==> src/rtl/position_sampler.sv <==
// Two-wheel encoder tick sampler: counts synchronized encoder rising edges over
// fixed windows of PERIOD clocks and presents each window's counts with a valid/ack handshake.
module position_sampler #(
    parameter int unsigned PERIOD = 50000
) (
    input  logic       clk,
    input  logic       rst,
    input  logic       en,
    input  logic       enc_l,
    input  logic       enc_r,
    input  logic       ack,
    output logic [5:0] cnt_l,
    output logic [5:0] cnt_r,
    output logic       sat_l,
    output logic       sat_r,
    output logic       valid,
    output logic       overrun
);

    localparam int unsigned   CW   = (PERIOD > 32'd1) ? $clog2(PERIOD) : 1;
    localparam logic [CW-1:0] LAST = CW'(PERIOD - 32'd1);

    typedef enum logic [0:0] {
        IDLE  = 1'b0,
        COUNT = 1'b1
    } state_t;

    function automatic logic [5:0] sat_inc(input logic [5:0] acc, input logic tick);
        if (tick && (acc != 6'd63)) begin
            return acc + 6'd1;
        end else begin
            return acc;
        end
    endfunction

    state_t        state_r;
    state_t        state_s;
    logic [1:0]    sync_l_r;
    logic [1:0]    sync_r_r;
    logic          prev_l_r;
    logic          prev_r_r;
    logic [1:0]    warm_r;
    logic          armed_l_r;
    logic          armed_r_r;
    logic [5:0]    acc_l_r;
    logic [5:0]    acc_r_r;
    logic          flag_l_r;
    logic          flag_r_r;
    logic [CW-1:0] win_cnt_r;

    logic          tick_l_s;
    logic          tick_r_s;
    logic [5:0]    acc_l_s;
    logic [5:0]    acc_r_s;
    logic          hit_l_s;
    logic          hit_r_s;
    logic          win_end_s;
    logic          keep_s;

    // Synchronizers and edge history. A side is only armed once its stage-2 value
    // has been seen low from a real input sample, so a level already high at reset
    // release never looks like a rising edge.
    always_ff @(posedge clk or posedge rst) begin
        if (rst) begin
            sync_l_r  <= 2'b00;
            sync_r_r  <= 2'b00;
            prev_l_r  <= 1'b0;
            prev_r_r  <= 1'b0;
            warm_r    <= 2'b00;
            armed_l_r <= 1'b0;
            armed_r_r <= 1'b0;
        end else begin
            sync_l_r  <= {sync_l_r[0], enc_l};
            sync_r_r  <= {sync_r_r[0], enc_r};
            prev_l_r  <= sync_l_r[1];
            prev_r_r  <= sync_r_r[1];
            warm_r    <= {warm_r[0], 1'b1};
            armed_l_r <= armed_l_r | (warm_r[1] & ~sync_l_r[1]);
            armed_r_r <= armed_r_r | (warm_r[1] & ~sync_r_r[1]);
        end
    end

    // Tick detection, saturating next-accumulator values and window-end decode.
    always_comb begin
        tick_l_s  = sync_l_r[1] & ~prev_l_r & armed_l_r;
        tick_r_s  = sync_r_r[1] & ~prev_r_r & armed_r_r;
        acc_l_s   = sat_inc(acc_l_r, tick_l_s);
        acc_r_s   = sat_inc(acc_r_r, tick_r_s);
        hit_l_s   = flag_l_r | (tick_l_s & (acc_l_r == 6'd63));
        hit_r_s   = flag_r_r | (tick_r_s & (acc_r_r == 6'd63));
        win_end_s = (state_r == COUNT) && (win_cnt_r == LAST);
        keep_s    = (state_r == COUNT) && (state_s == COUNT);
    end

    // Next-state logic: en alone selects between idle and counting.
    always_comb begin
        state_s = IDLE;
        case (state_r)
            IDLE: begin
                if (en) state_s = COUNT;
                else    state_s = IDLE;
            end
            COUNT: begin
                if (en) state_s = COUNT;
                else    state_s = IDLE;
            end
            default: state_s = IDLE;
        endcase
    end

    // State register.
    always_ff @(posedge clk or posedge rst) begin
        if (rst) state_r <= IDLE;
        else     state_r <= state_s;
    end

    // Window counter and accumulators; any exit from counting discards the partial window.
    always_ff @(posedge clk or posedge rst) begin
        if (rst) begin
            win_cnt_r <= {CW{1'b0}};
            acc_l_r   <= 6'd0;
            acc_r_r   <= 6'd0;
            flag_l_r  <= 1'b0;
            flag_r_r  <= 1'b0;
        end else if (keep_s && !win_end_s) begin
            win_cnt_r <= win_cnt_r + CW'(1);
            acc_l_r   <= acc_l_s;
            acc_r_r   <= acc_r_s;
            flag_l_r  <= hit_l_s;
            flag_r_r  <= hit_r_s;
        end else begin
            win_cnt_r <= {CW{1'b0}};
            acc_l_r   <= 6'd0;
            acc_r_r   <= 6'd0;
            flag_l_r  <= 1'b0;
            flag_r_r  <= 1'b0;
        end
    end

    // Presented sample and handshake; a new sample wins over a same-edge ack.
    always_ff @(posedge clk or posedge rst) begin
        if (rst) begin
            cnt_l   <= 6'd0;
            cnt_r   <= 6'd0;
            sat_l   <= 1'b0;
            sat_r   <= 1'b0;
            valid   <= 1'b0;
            overrun <= 1'b0;
        end else if (win_end_s) begin
            cnt_l   <= acc_l_s;
            cnt_r   <= acc_r_s;
            sat_l   <= hit_l_s;
            sat_r   <= hit_r_s;
            valid   <= 1'b1;
            overrun <= valid & ~ack;
        end else if (valid && ack) begin
            valid   <= 1'b0;
            overrun <= 1'b0;
        end else begin
            valid   <= valid;
            overrun <= overrun;
        end
    end

endmodule

==> config.mk <==
export PLATFORM = sky130hd
export DESIGN_NAME = position_sampler
export DESIGN_NICKNAME = d
export VERILOG_FILES = /design/src/rtl/position_sampler.sv
export SDC_FILE = /design/constraint.sdc
export NUM_CORES = 1
export LEC_CHECK = 0
export CORE_UTILIZATION = 55
export CTS_CLUSTER_DIAMETER = 120
export DETAILED_ROUTE_END_ITERATION = 12
export DONT_BUFFER_PORTS = 1
export GPL_ROUTABILITY_DRIVEN = 0
export PLACE_DENSITY = 0.68
export SYNTH_ARGS = -nofsm -noshare
export SYNTH_HDL_FRONTEND = slang
export SYNTH_SLANG_ARGS = --single-unit
export TNS_END_PERCENT = 20
==> constraint.sdc <==
create_clock -name clk -period 2.3 [get_ports clk]
set_input_delay 0.46 -clock clk [delete_from_list [all_inputs] [get_ports clk]]
set_output_delay 0.46 -clock clk [all_outputs]
set_load 0.05 [all_outputs]
=== After elaboration in Yosys (flattened, before gate mapping) ===
Cells that the tools add are included.
W data, S select, Z words.

* Register bits: 57

* Add/sub/neg operators: 3
* Equal/unequal tests: 5
* Muxes and demuxes: 11
* Bitwise logic cells: 18
* Reduce and logical (&&, ||, !) cells: 8

{| class="wikitable"
|+ Operators by type and width
! kind !! count
|-
| $mux W6 || 4
|-
| $add A16 B1 Y16 const B || 1
|-
| $eq A16 B16 Y1 const B || 1
|-
| $mux W16 || 1
|-
| $add A6 B1 Y6 const B || 2
|-
| $eq A6 B6 Y1 const B || 2
|-
| $ne A6 B6 Y1 const B || 2
|-
| $and A1 B1 Y1 || 9
|-
| $logic_and A1 B1 Y1 || 6
|-
| $mux W1 || 6
|-
| $not A1 Y1 || 5
|-
| $or A1 B1 Y1 || 4
|-
| $reduce_bool A2 Y1 || 1
|-
| $logic_not A1 Y1 || 1
|}

=== Logic depth before layout (Yosys ltp) ===
* Depth in word-level cells: 6
* Depth in mapped cells: 6
* Depth with buffers taken out: 5

=== Worst setup path before layout ===
No wires, ideal clock.

* Path kind: register -> register
* Start point: register win_cnt_r[13]
* End point: register cnt_l[0]
* Library setup time: 125 ps
* Data arrival time: 1769 ps
* Required time: 2175 ps
* Path slack: 406 ps
* Stages on the path, launching flop included: 4
* Path buffers: 0
* Period minus slack after synthesis: 1894 ps
* Path through: dfrtp_1 > or4_4 > nor4_4 > mux2_2

* Word-level cells in the longest chain between the ends: 2

{| class="wikitable"
|+ RTL lines
! what !! line !! text
|-
| start: declaration || 49 || <nowiki>logic [CW-1:0] win_cnt_r;</nowiki>
|-
| start signal: assignment || 120 || <nowiki>win_cnt_r <= {CW{1'b0}};</nowiki>
|-
| start signal: assignment || 126 || <nowiki>win_cnt_r <= win_cnt_r + CW'(1);</nowiki>
|-
| start signal: assignment || 132 || <nowiki>win_cnt_r <= {CW{1'b0}};</nowiki>
|-
| $eq A16 B16 Y1 || 91 || <nowiki>win_end_s = (state_r == COUNT) && (win_cnt_r == LAST);</nowiki>
|-
| $logic_and A1 B1 Y1 || 91 ||
|-
| end signal: assignment || 150 || <nowiki>cnt_l <= acc_l_s;</nowiki>
|-
| end: declaration || 12 || <nowiki>output logic [5:0] cnt_l,</nowiki>
|}

No other way between the ends.
A chain may end at the register's enable or synchronous reset.

=== Worst setup path in the final report ===
* Start point: register win_cnt_r[13]
* End point: register cnt_l[4]

The elaborated chain is that of the path after synthesis.

==> results.md <==
- Main flop type after synthesis: dfrtp_1
- DR pass1 iterations: 4
- Avg Cell Area, Syn: 11.1 µm²
- Vias in the first global route: 1,739
- Worst-path clk slew: 60 ps
- Largest net degree at the start of global routing: 33
- Share of cells above drive strength 1: 13.1%
- Post-Synth Simple-Gate Area: 17.4%
- Worst setup SP type: flop
- Crit path buffers/inverters: 0
- Critical path data arrival time: 2300 ps
- Top cell type's share of synthesized area: 57.6%
- Slew of the pin with the lowest slew margin: 577 ps
- CP top delay family: simple AND/OR/NAND/NOR gates
- Xor/xnor share of the synthesized area: 5.31%
- Initial core utilization: 56.8%
- Final antenna-violating net count: 0
- DIE WIDTH: 69.1 µm
- Power Density: 719 mW/mm²
- CP Max Fanout: 8
- Setup crit end kind: flop
- Met1 wire length: 2080 µm
- Period utilisation layout: 90.4%
- CTS Root Cell: clkbuf_8
- Count leader, synth: dfrtp_1
- Status: finished clean
- First-pass GRT wire length: 8380 µm
- Post-CTS Hold Buffers: 0
- Area leader, netlist: dfrtp_1
- Fill count: 344
- Core area: 0.00435 mm²
- Sink Count: 57
- Worst-Skew Late Latency: 330 ps
- Crit-path cells: or4_4, nor4_4, mux2_2
- Pwr Total: 1.98 mW
- WL final: 4740 µm
- NumNets Final: 240
- H-Tree Depth: 3
- WS Path Type: flop to flop
- EDFF count, synth: 0
- DR iter-0 viols: 145
- Dpl hpwl: 3300 µm
- Detail Route met2 WL: 2280 µm
- Compound-Gate Fraction of Synth Area: 10.3%
- Drt drc: 0
- Worst path slowest cell: or4_4
- Setup TNS: 0 ps
- Syn_nets: 231
- CTS tree: yes
- WL per Instance: 16.5 µm
- Critical path's largest stage delay: 560 ps
- Largest family of logic cells by synthesized area: simple AND/OR/NAND/NOR gates
- Synthesized area: 0.00247 mm²
- Post-synthesis adder-cell area fraction: 1.52%
- Fmax: 0.481 GHz
- Multiplexer area fraction after synthesis: 5.26%
- Overall die height: 69.1 µm
- Site Rows: 24
- Worst rel slew slack: 61.3%
- Mapped Cells: 222
- Resized cells post-CTS: 0
- WP data required: 2520 ps
- Met3 WL post-DR: 264 µm
- Pleak: 1.17 nW
- Top Metal Used: met4
- RSZ-0062 raised after global routing: false
- Max-cap violations: 0
- Final setup violation count: 0
- GR Overflow Total: 0
- Fin. max-slew vios: 0
- Yosys cell types: 40
- Hold Fails Final Rpt: 0
- Sequential share of the synthesized area: 57.6%
- Die Footprint: 0.00477 mm²
- Inserted Clock Buffers: 9
- Total track usage: 23.2%
- Area Overhead vs Synth: 11.2%
- PortBufs: 0
- Drt via density: 5.90
- Antenna Cells: 0
- Period minus WS final: 2080 ps
- Yosys warnings: 0
- Top cells by area, synth: dfrtp_1, xnor2_1, mux2_2, nor2_1, o31ai_1
- Initial antenna violation count: 0
- Clock tree buffer depth: 2
- Post-CTS Setup Inserts: 0
- Top post-synthesis cells by count: dfrtp_1, nor2_1, xnor2_1
- Hold Path Class: input port to async pin
- Top-level port count: 22
- FF+latch count, synth: 57
- Vias: 1,700
- Maximum VDD drop: 0.000713 V
- Post-synth ARST share: 100%
- Skew final: 8.03 ps
## path summary, 6_finish.rpt
path / from / to / depth (start not counted) / slack, ps
setup / recovery: win_cnt_r[13]$_DFF_PP0_ / cnt_l[4]$_DFFE_PP0P_ / 3 / 220
hold / removal: rst / sync_l_r[1]$_DFF_PP0_ / 1 / 50
setup reg to reg: win_cnt_r[13]$_DFF_PP0_ / cnt_l[4]$_DFFE_PP0P_ / 3 / 220
hold reg to reg: sync_r_r[0]$_DFF_PP0_ / sync_r_r[1]$_DFF_PP0_ / 0 / 350
max in group asynchronous: rst / win_cnt_r[6]$_DFF_PP0_ / 2 / 1690
min in group clk: enc_l / sync_l_r[0]$_DFF_PP0_ / 0 / 150
## cell type report
class | count | area, µm² | area share [%]
clock buffer | 13 | 149 | 5.41
inverter | 9 | 33.8 | 1.23
clock inverter | 3 | 40.0 | 1.45
timing repair buffer | 5 | 50.0 | 1.82
multi-input combinational | 149 | 988 | 35.9
tap | 52 | 65.1 | 2.36
sequential | 57 | 1430 | 51.8
## layout by cell type (no fill, tap or decap), types with 2 or more instances in the layout
cell type / instances
clkbuf_1: 3
a31oi_1: 3
nor4_1: 3
dfrtp_1: 57
ha_1: 3
clkinv_2: 2
clkbuf_8: 10
nor4b_1: 2
xnor2_1: 13
and3_1: 4
nand3b_1: 2
mux2_2: 8
inv_1: 8
nand4_1: 5
a21oi_1: 8
o21ai_0: 10
o31ai_1: 9
buf_4: 4
a21o_1: 2
xor2_1: 2
or3_1: 2
nor2_1: 23
nand3_1: 7
or4_1: 2
mux2i_1: 4
nand2_1: 10
o211ai_1: 2
and3b_1: 2
nor3_1: 3
nor2b_1: 7
## cell families (layout without fill, tap and decap cells)
kind of cell / after synthesis / after routing
AOI/OAI and AO/OA: 40 / 40
xor gates and xnor gates: 15 / 15
adders and majority gates: 3 / 3
buffers and inverters: 16 / 30
DFF: 57 / 57
muxes: 12 / 12
other: 1 / 1
and+or+nand+nor: 78 / 78
## where the power goes
| group | internal, mW | switching [mW] |
|---|---|---|
| clock network | 0.527 | 0.376 |
| registers | 1.01 | 0.00709 |
| logic | 0.0144 | 0.0392 |
## through the flow
step	area, µm²	worst slack [ps]	std cells	util, %	hold WS (ps)
2_1_floorplan	2470	406	222	-	331
6_report	2750	221	288	63.2	54.2
5_1_grt	2750	120	288	63.2	94.6
3_5_place_dp	2560	239	272	58.9	335
3_3_place_gp	2560	268	272	58.9	334
4_1_cts	2750	216	288	63.2	60.3
## state kept, by name, summed over array words and instances (netlist names)
name	cells
acc_r_r	6
warm_r	2
state_r	1
win_cnt_r	16
flag_l_r	1
cnt_l	6
sync_l_r	2
prev_l_r	1
sat_r	1
acc_l_r	6
sync_r_r	2
cnt_r	6
flag_r_r	1
sat_l	1
overrun	1
armed_l_r	1
prev_r_r	1
armed_r_r	1
valid	1
## worst reg2reg max path, delay by kind of cell (launching register included)
| family | cells | cell delay [ps] |
|---|---|---|
| flip-flops | 1 | 420 |
| multiplexers | 1 | 410 |
| AND/OR/NAND/NOR | 2 | 1130 |
## metal layers
metal	vias to the layer above	GRT usage [%]
met5	-	0
met4	0	12.2
met3	14	6.87
met2	58	35.6
met1	821	29.7
li1	807	-
Power figures use the tool's default switching activity.
